[src/rtl/psg_pkg.sv]
// Shared definitions for the SN76489-style PSG command writer: register codes,
// byte field layout, FSM state types and the latch-byte encoder.
package psg_pkg;

    localparam logic [2:0] REG_TONE0 = 3'b000;
    localparam logic [2:0] REG_ATTN0 = 3'b001;
    localparam logic [2:0] REG_TONE1 = 3'b010;
    localparam logic [2:0] REG_ATTN1 = 3'b011;
    localparam logic [2:0] REG_TONE2 = 3'b100;
    localparam logic [2:0] REG_ATTN2 = 3'b101;
    localparam logic [2:0] REG_NOISE = 3'b110;
    localparam logic [2:0] REG_ATTN3 = 3'b111;

    localparam int LATCH_BIT = 7;
    localparam int NIBBLE_W  = 4;
    localparam int DATA_HI_W = 6;
    localparam int NOISE_W   = 3;
    localparam int CNT_W     = 16;

    typedef enum logic [1:0] {
        BUS_IDLE,
        BUS_SETUP,
        BUS_STROBE,
        BUS_GAP
    } bus_state_t;

    typedef enum logic [1:0] {
        WR_IDLE,
        WR_LATCH,
        WR_DATA
    } wr_state_t;

    // The noise register only carries a 3-bit control field; bit 3 of its latch byte is zero.
    function automatic logic [7:0] latch_byte(input logic [2:0] reg_code,
                                              input logic [NIBBLE_W-1:0] nibble);
        logic [7:0] b;
        b = '0;
        b[LATCH_BIT] = 1'b1;
        b[6:4] = reg_code;
        if (reg_code == REG_NOISE)
            b[NOISE_W-1:0] = nibble[NOISE_W-1:0];
        else
            b[NIBBLE_W-1:0] = nibble;
        return b;
    endfunction

    function automatic logic [7:0] data_byte(input logic [DATA_HI_W-1:0] freq_hi);
        return {2'b00, freq_hi};
    endfunction

endpackage

[src/rtl/psg_bus_strobe.sv]
// One-byte bus timer: presents a byte for SETUP cycles, pulls we_n low for STROBE
// cycles, then holds we_n high for GAP cycles; a start on the last GAP cycle chains.
module psg_bus_strobe
    import psg_pkg::*;
#(
    parameter int SETUP_CYCLES  = 1,
    parameter int STROBE_CYCLES = 1,
    parameter int GAP_CYCLES    = 1
) (
    input  logic       clk,
    input  logic       reset,
    input  logic       start,
    input  logic [7:0] start_byte,
    output logic [7:0] psg_data,
    output logic       psg_we_n,
    output logic       strobe_end,
    output logic       done
);

    localparam logic [CNT_W-1:0] SETUP_LAST  = CNT_W'(SETUP_CYCLES - 1);
    localparam logic [CNT_W-1:0] STROBE_LAST = CNT_W'(STROBE_CYCLES - 1);
    localparam logic [CNT_W-1:0] GAP_LAST    = CNT_W'(GAP_CYCLES - 1);

    bus_state_t       state;
    logic [CNT_W-1:0] count;

    assign strobe_end = (state == BUS_STROBE) && (count == STROBE_LAST);
    assign done       = (state == BUS_GAP) && (count == GAP_LAST);

    always_ff @(posedge clk or posedge reset) begin
        if (reset) begin
            state    <= BUS_IDLE;
            count    <= '0;
            psg_data <= 8'h00;
            psg_we_n <= 1'b1;
        end else begin
            case (state)
                BUS_IDLE: begin
                    if (start) begin
                        state    <= BUS_SETUP;
                        psg_data <= start_byte;
                        count    <= '0;
                    end
                end
                BUS_SETUP: begin
                    if (count == SETUP_LAST) begin
                        state    <= BUS_STROBE;
                        psg_we_n <= 1'b0;
                        count    <= '0;
                    end else begin
                        count <= count + 1'b1;
                    end
                end
                BUS_STROBE: begin
                    if (count == STROBE_LAST) begin
                        state    <= BUS_GAP;
                        psg_we_n <= 1'b1;
                        count    <= '0;
                    end else begin
                        count <= count + 1'b1;
                    end
                end
                BUS_GAP: begin
                    if (count == GAP_LAST) begin
                        count <= '0;
                        if (start) begin
                            state    <= BUS_SETUP;
                            psg_data <= start_byte;
                        end else begin
                            state <= BUS_IDLE;
                        end
                    end else begin
                        count <= count + 1'b1;
                    end
                end
                default: begin
                    state    <= BUS_IDLE;
                    psg_we_n <= 1'b1;
                    count    <= '0;
                end
            endcase
        end
    end

endmodule

[src/rtl/psg_command_writer.sv]
// Turns one register command per handshake into 1 or 2 PSG bus bytes, keeping a
// shadow of each tone's upper frequency bits so redundant data bytes can be skipped.
module psg_command_writer
    import psg_pkg::*;
#(
    parameter int SETUP_CYCLES   = 1,
    parameter int STROBE_CYCLES  = 1,
    parameter int GAP_CYCLES     = 1,
    parameter bit SKIP_REDUNDANT = 1'b1
) (
    input  logic       clk,
    input  logic       reset,
    input  logic       cmd_valid,
    output logic       cmd_ready,
    input  logic [1:0] cmd_channel,
    input  logic       cmd_is_attn,
    input  logic [9:0] cmd_value,
    output logic [7:0] psg_data,
    output logic       psg_we_n,
    output logic       busy
);

    wr_state_t            state;
    logic [DATA_HI_W-1:0] shadow0, shadow1, shadow2;
    logic [DATA_HI_W-1:0] freq_hi_q;
    logic [1:0]           chan_q;
    logic                 pending_q;

    logic                 capture;
    logic                 is_tone;
    logic [DATA_HI_W-1:0] shadow_sel;
    logic                 needs_data;
    logic                 bus_start;
    logic [7:0]           bus_byte;
    logic                 bus_done;
    logic                 strobe_end;

    assign capture = cmd_valid && cmd_ready;
    assign is_tone = !cmd_is_attn && (cmd_channel != 2'd3);
    assign busy    = ~cmd_ready;

    // The latch byte is encoded straight from the inputs so the bus enters SETUP on the capture edge.
    always_comb begin
        shadow_sel = '0;
        case (cmd_channel)
            2'd0:    shadow_sel = shadow0;
            2'd1:    shadow_sel = shadow1;
            2'd2:    shadow_sel = shadow2;
            default: shadow_sel = '0;
        endcase
        needs_data = is_tone && !(SKIP_REDUNDANT && (cmd_value[9:4] == shadow_sel));
        bus_start  = capture || ((state == WR_LATCH) && bus_done && pending_q);
        if (state == WR_IDLE)
            bus_byte = latch_byte({cmd_channel, cmd_is_attn}, cmd_value[3:0]);
        else
            bus_byte = data_byte(freq_hi_q);
    end

    always_ff @(posedge clk or posedge reset) begin
        if (reset) begin
            state     <= WR_IDLE;
            cmd_ready <= 1'b1;
            pending_q <= 1'b0;
            freq_hi_q <= '0;
            chan_q    <= '0;
            shadow0   <= '0;
            shadow1   <= '0;
            shadow2   <= '0;
        end else begin
            case (state)
                WR_IDLE: begin
                    if (capture) begin
                        state     <= WR_LATCH;
                        cmd_ready <= 1'b0;
                        pending_q <= needs_data;
                        freq_hi_q <= cmd_value[9:4];
                        chan_q    <= cmd_channel;
                    end
                end
                WR_LATCH: begin
                    if (bus_done) begin
                        if (pending_q) begin
                            state <= WR_DATA;
                        end else begin
                            state     <= WR_IDLE;
                            cmd_ready <= 1'b1;
                        end
                    end
                end
                WR_DATA: begin
                    if (strobe_end) begin
                        case (chan_q)
                            2'd0:    shadow0 <= freq_hi_q;
                            2'd1:    shadow1 <= freq_hi_q;
                            2'd2:    shadow2 <= freq_hi_q;
                            default: ;
                        endcase
                    end
                    if (bus_done) begin
                        state     <= WR_IDLE;
                        cmd_ready <= 1'b1;
                        pending_q <= 1'b0;
                    end
                end
                default: begin
                    state     <= WR_IDLE;
                    cmd_ready <= 1'b1;
                end
            endcase
        end
    end

    psg_bus_strobe #(
        .SETUP_CYCLES (SETUP_CYCLES),
        .STROBE_CYCLES(STROBE_CYCLES),
        .GAP_CYCLES   (GAP_CYCLES)
    ) u_bus (
        .clk       (clk),
        .reset     (reset),
        .start     (bus_start),
        .start_byte(bus_byte),
        .psg_data  (psg_data),
        .psg_we_n  (psg_we_n),
        .strobe_end(strobe_end),
        .done      (bus_done)
    );

endmodule
[config.mk]
export PLATFORM = sky130hd
export DESIGN_NAME = psg_command_writer
export DESIGN_NICKNAME = d
export VERILOG_FILES = /design/src/rtl/psg_pkg.sv /design/src/rtl/psg_bus_strobe.sv /design/src/rtl/psg_command_writer.sv
export SDC_FILE = /design/constraint.sdc
export NUM_CORES = 1
export LEC_CHECK = 0
export CAP_MARGIN = 10
export CORE_MARGIN = 2
export CORE_UTILIZATION = 57
export DETAILED_ROUTE_END_ITERATION = 10
export PLACE_DENSITY_LB_ADDON = 0.05
export RECOVER_POWER = 50
export SLEW_MARGIN = 20
export SYNTH_ARGS = -nofsm -noshare
export SYNTH_HDL_FRONTEND = slang
export SYNTH_SLANG_ARGS = --single-unit
[constraint.sdc]
create_clock -name clk -period 3.39 [get_ports clk]
set_input_delay 0.678 -clock clk [delete_from_list [all_inputs] [get_ports clk]]
set_output_delay 0.678 -clock clk [all_outputs]
set_load 0.01 [all_outputs]
==> impl_metrics.toml <==
[worst_setup_path]
reg2regPathDepth = 7
path_max_fanout = 6
path_class = "reg2reg"
critPathBufInv = 1
reg2reg_setup_slack_ns = 0.61
start_kind = "register"
reg2reg_from = "u_bus.count[0]"
end_kind = "register"
path_cells = "inv_1 -> ha_1 -> or4b_4 -> nor4_4 -> nand2_2 -> or4_1 -> mux2_4"
crit_family = "simple AND/OR/NAND/NOR gates"
r2r-end = "shadow1[1]"
cp_data_arrival_time_ns = 3.00
crit_required_ns = 3.61
cp_slowest_cell = "or4_1"
slowest_delay_ns = 0.63

[routing]
wire_per_inst_um = 16.9
drc = 0
drt_pass1_iterations = 4
ant_nets = 0
drt_iter0_markers = 225
vias = 2434
routed_wl_um = 6890
viasPerCell = 5.97

[worst_hold_path]
hp-start = "u_bus.psg_we_n"
holdPathEnd = "u_bus.psg_we_n"
hold_class = "reg2reg"
holdPathStages = 2

[yosys]
yosys_register_bits = 57
yosysWarnings = 0
synth_area_leaders = "dfrtp_1 44%, mux2_2 9.1%, nand2_1 5.6%, o21ai_0 3.4%, mux2i_1 2.9%"
ys_seq_area_share_pct = 46.1
synth_ff_type = "dfrtp_1"
synth_edf_count = 0
syn-num-nets = 324
synth.distinct_cells = 54
async_reset_ff_share_pct = 100
synth_top_area_cell = "dfrtp_1"
syn-instance-count = 301
netlist_area_um2 = 3100
syn_avg_cell_area_um2 = 10.3
synthDominantCellAreaShare_pct = 44.4

[power]
total_leakage_power_nw = 1.67
netSwitchingFraction_pct = 20.7
power_switching_uw = 287
power_density_nw_per_um2 = 381
pwr-share-clk_pct = 47.5
power.total_mw = 1.39
p_seq_share_pct = 49.0
p_int_mw = 1.10
p_comb_share_pct = 3.6
ir_worst_vdd_mv = 0.229

[timing]
finalSetupTns_ns = 0
min_period_ns = 2.78
slew_headroom_pct = 1.71
final.period_utilization_pct = 82.0
setup-violations-final = 0
skew_ns = 0.00737
worst_slew_pin_slew_ns = 1.47
finalHoldViolations = 0
rsz0062_at_grt = "false"
maxSlewViolCount = 0
max_freq_mhz = 360

[die]
core_um2 = 5170
start_util_pct = 59.9
io_pins = 27
dieArea_um2 = 6040
die_w_um = 77.7
dieHeight_um = 77.7
rows = 26

[place]
dpl.hpwl_um = 4950
portBuffers = 26
gp_congestion = 0.868
placed_cells = 392

[final_layout]
final_cell_mix = "55 x dfrtp_1, 46 x nand2_1, 25 x mux2_2"
nets = 356
area_growth_pct = 17.7
num_antenna_cells = 0
regArea_um2 = 1430
fin_util_pct = 70.5
layoutNonFillerInstCount = 408
final_common_cell = "dfrtp_1"
fill_cells = 400
multi_input_area_um2 = 1560
drive_gt1_share_pct = 18.0

[cts]
cts.sinks = 57
cts_buffers = 9
insertion_delay_ns = 0.34
cts_setup_buffers = 0
post_cts_resized = 0
ctsHoldBuffers = 0
cts-root-buf = "clkbuf_8"
clk_pin_slew_ns = 0.06
clockBufferDepth = 2
cts.htree.levels = 3
tritoncts = "done"

[global_route]
grt_pass1_wl_um = 11900
track_usage_pct = 25.7
first_global_vias = 2381
grt_max_degree = 30
antenna_found_initial = 0
grt.overflow.total = 0

[run_status]
status = "completed"

[run]
max-cap-violations = 0
[kinds of logic (layout without fill, tap and decap cells)]
family                     count (synthesis)  in the layout  synth area share (%)
and+or+nand+nor                          110            110                  19.3
DFF                                       57             57                  46.1
AOI/OAI and AO/OA                         54             54                  11.5
muxes                                     40             40                  14.9
buffers and inverters                     27             64                  3.67
adders and majority gates                  7              7                  2.83
xor gates and xnor gates                   6              6                  1.70
[Yosys cell counts, drive strengths merged (2+ instances only)]
cell type  number
nand3b          2
inv            14
and2            2
xor2            2
o22ai           2
a21o            2
or4             4
o31ai           3
ha              7
nand2          47
mux2i           9
a22o            3
mux2           31
nand3           9
nand4b          3
buf             3
xnor2           4
nor3           12
a21oi           7
clkbuf         10
dfrtp          55
o21ai          21
or3             4
nor3b           3
nor2            9
dfstp           2
a2bb2oi         5
nor4            9
[metal layers]
layer / track usage (%) / vias to the layer above / share of wire [%] / wire (um)
met2: 34.4 / 67 / 44 / 3050
met3: 6.28 / 13 / 5.0 / 343
met5: 0 / - / 0 / 0
met4: 10.2 / 0 / 1.9 / 128
li1: - / 1160 / - / -
met1: 39.8 / 1194 / 49 / 3370
[layout make-up]
type | instances | share of cell area (%)
Tap cell | 70 | 2.40
Clock inverter | 2 | 0.961
Multi-Input combinational cell | 217 | 42.8
Sequential cell | 57 | 39.2
Clock buffer | 14 | 4.73
Timing Repair Buffer | 34 | 8.47
Inverter | 14 | 1.44
[power by group through the flow]
stage / logic [mW] / clock network, mW / registers, mW
after floorplan: 0.0235 / 0 / 0.693
after global placement: 0.0523 / 0 / 0.693
after detailed placement: 0.0527 / 0 / 0.693
after CTS: 0.0530 / 0.674 / 0.680
after global routing: 0.0561 / 0.704 / 0.680
final: 0.0498 / 0.660 / 0.681
[worst max-delay path by stage]
stage,cells past startpoint,end,slack [ns],from
finish,7,shadow1[1],0.61,u_bus.count[0]
global route,7,shadow1[1],0.47,u_bus.count[0]
CTS,7,shadow1[3],0.62,u_bus.count[0]
detailed placement,7,shadow1[1],0.64,u_bus.count[0]
global placement,7,shadow1[2],0.68,u_bus.count[0]
floorplan,8,shadow1[0],0.91,u_bus.count[0]
[worst reg2reg max path, stage by stage (launching register included)]
cell and delay, ns:
dfrtp_1 0.43, inv_1 0.09, ha_1 0.17, or4b_4 0.50, nor4_4 0.37, nand2_2 0.11
or4_1 0.63, mux2_4 0.37
[registers in the layout (all words and copies together) (netlist names)]
signal and count:
chan_q 2, cmd_ready 1, freq_hi_q 6, pending_q 1
shadow0 6, shadow1 6, shadow2 6, state 2
u_bus.count 16, u_bus.psg_data 8, u_bus.psg_we_n 1, u_bus.state 2
[per-stage QoR]
step	instance area (um^2)	hold WS [ns]	setup slack, ns
global placement	3450	0.445	0.676
detailed placement	3450	0.453	0.639
CTS	3660	0.464	0.622
global route	3650	0.515	0.468
finish	3650	0.463	0.611
floorplan	3100	0.460	0.907
(Power assumes the default switching activity.)
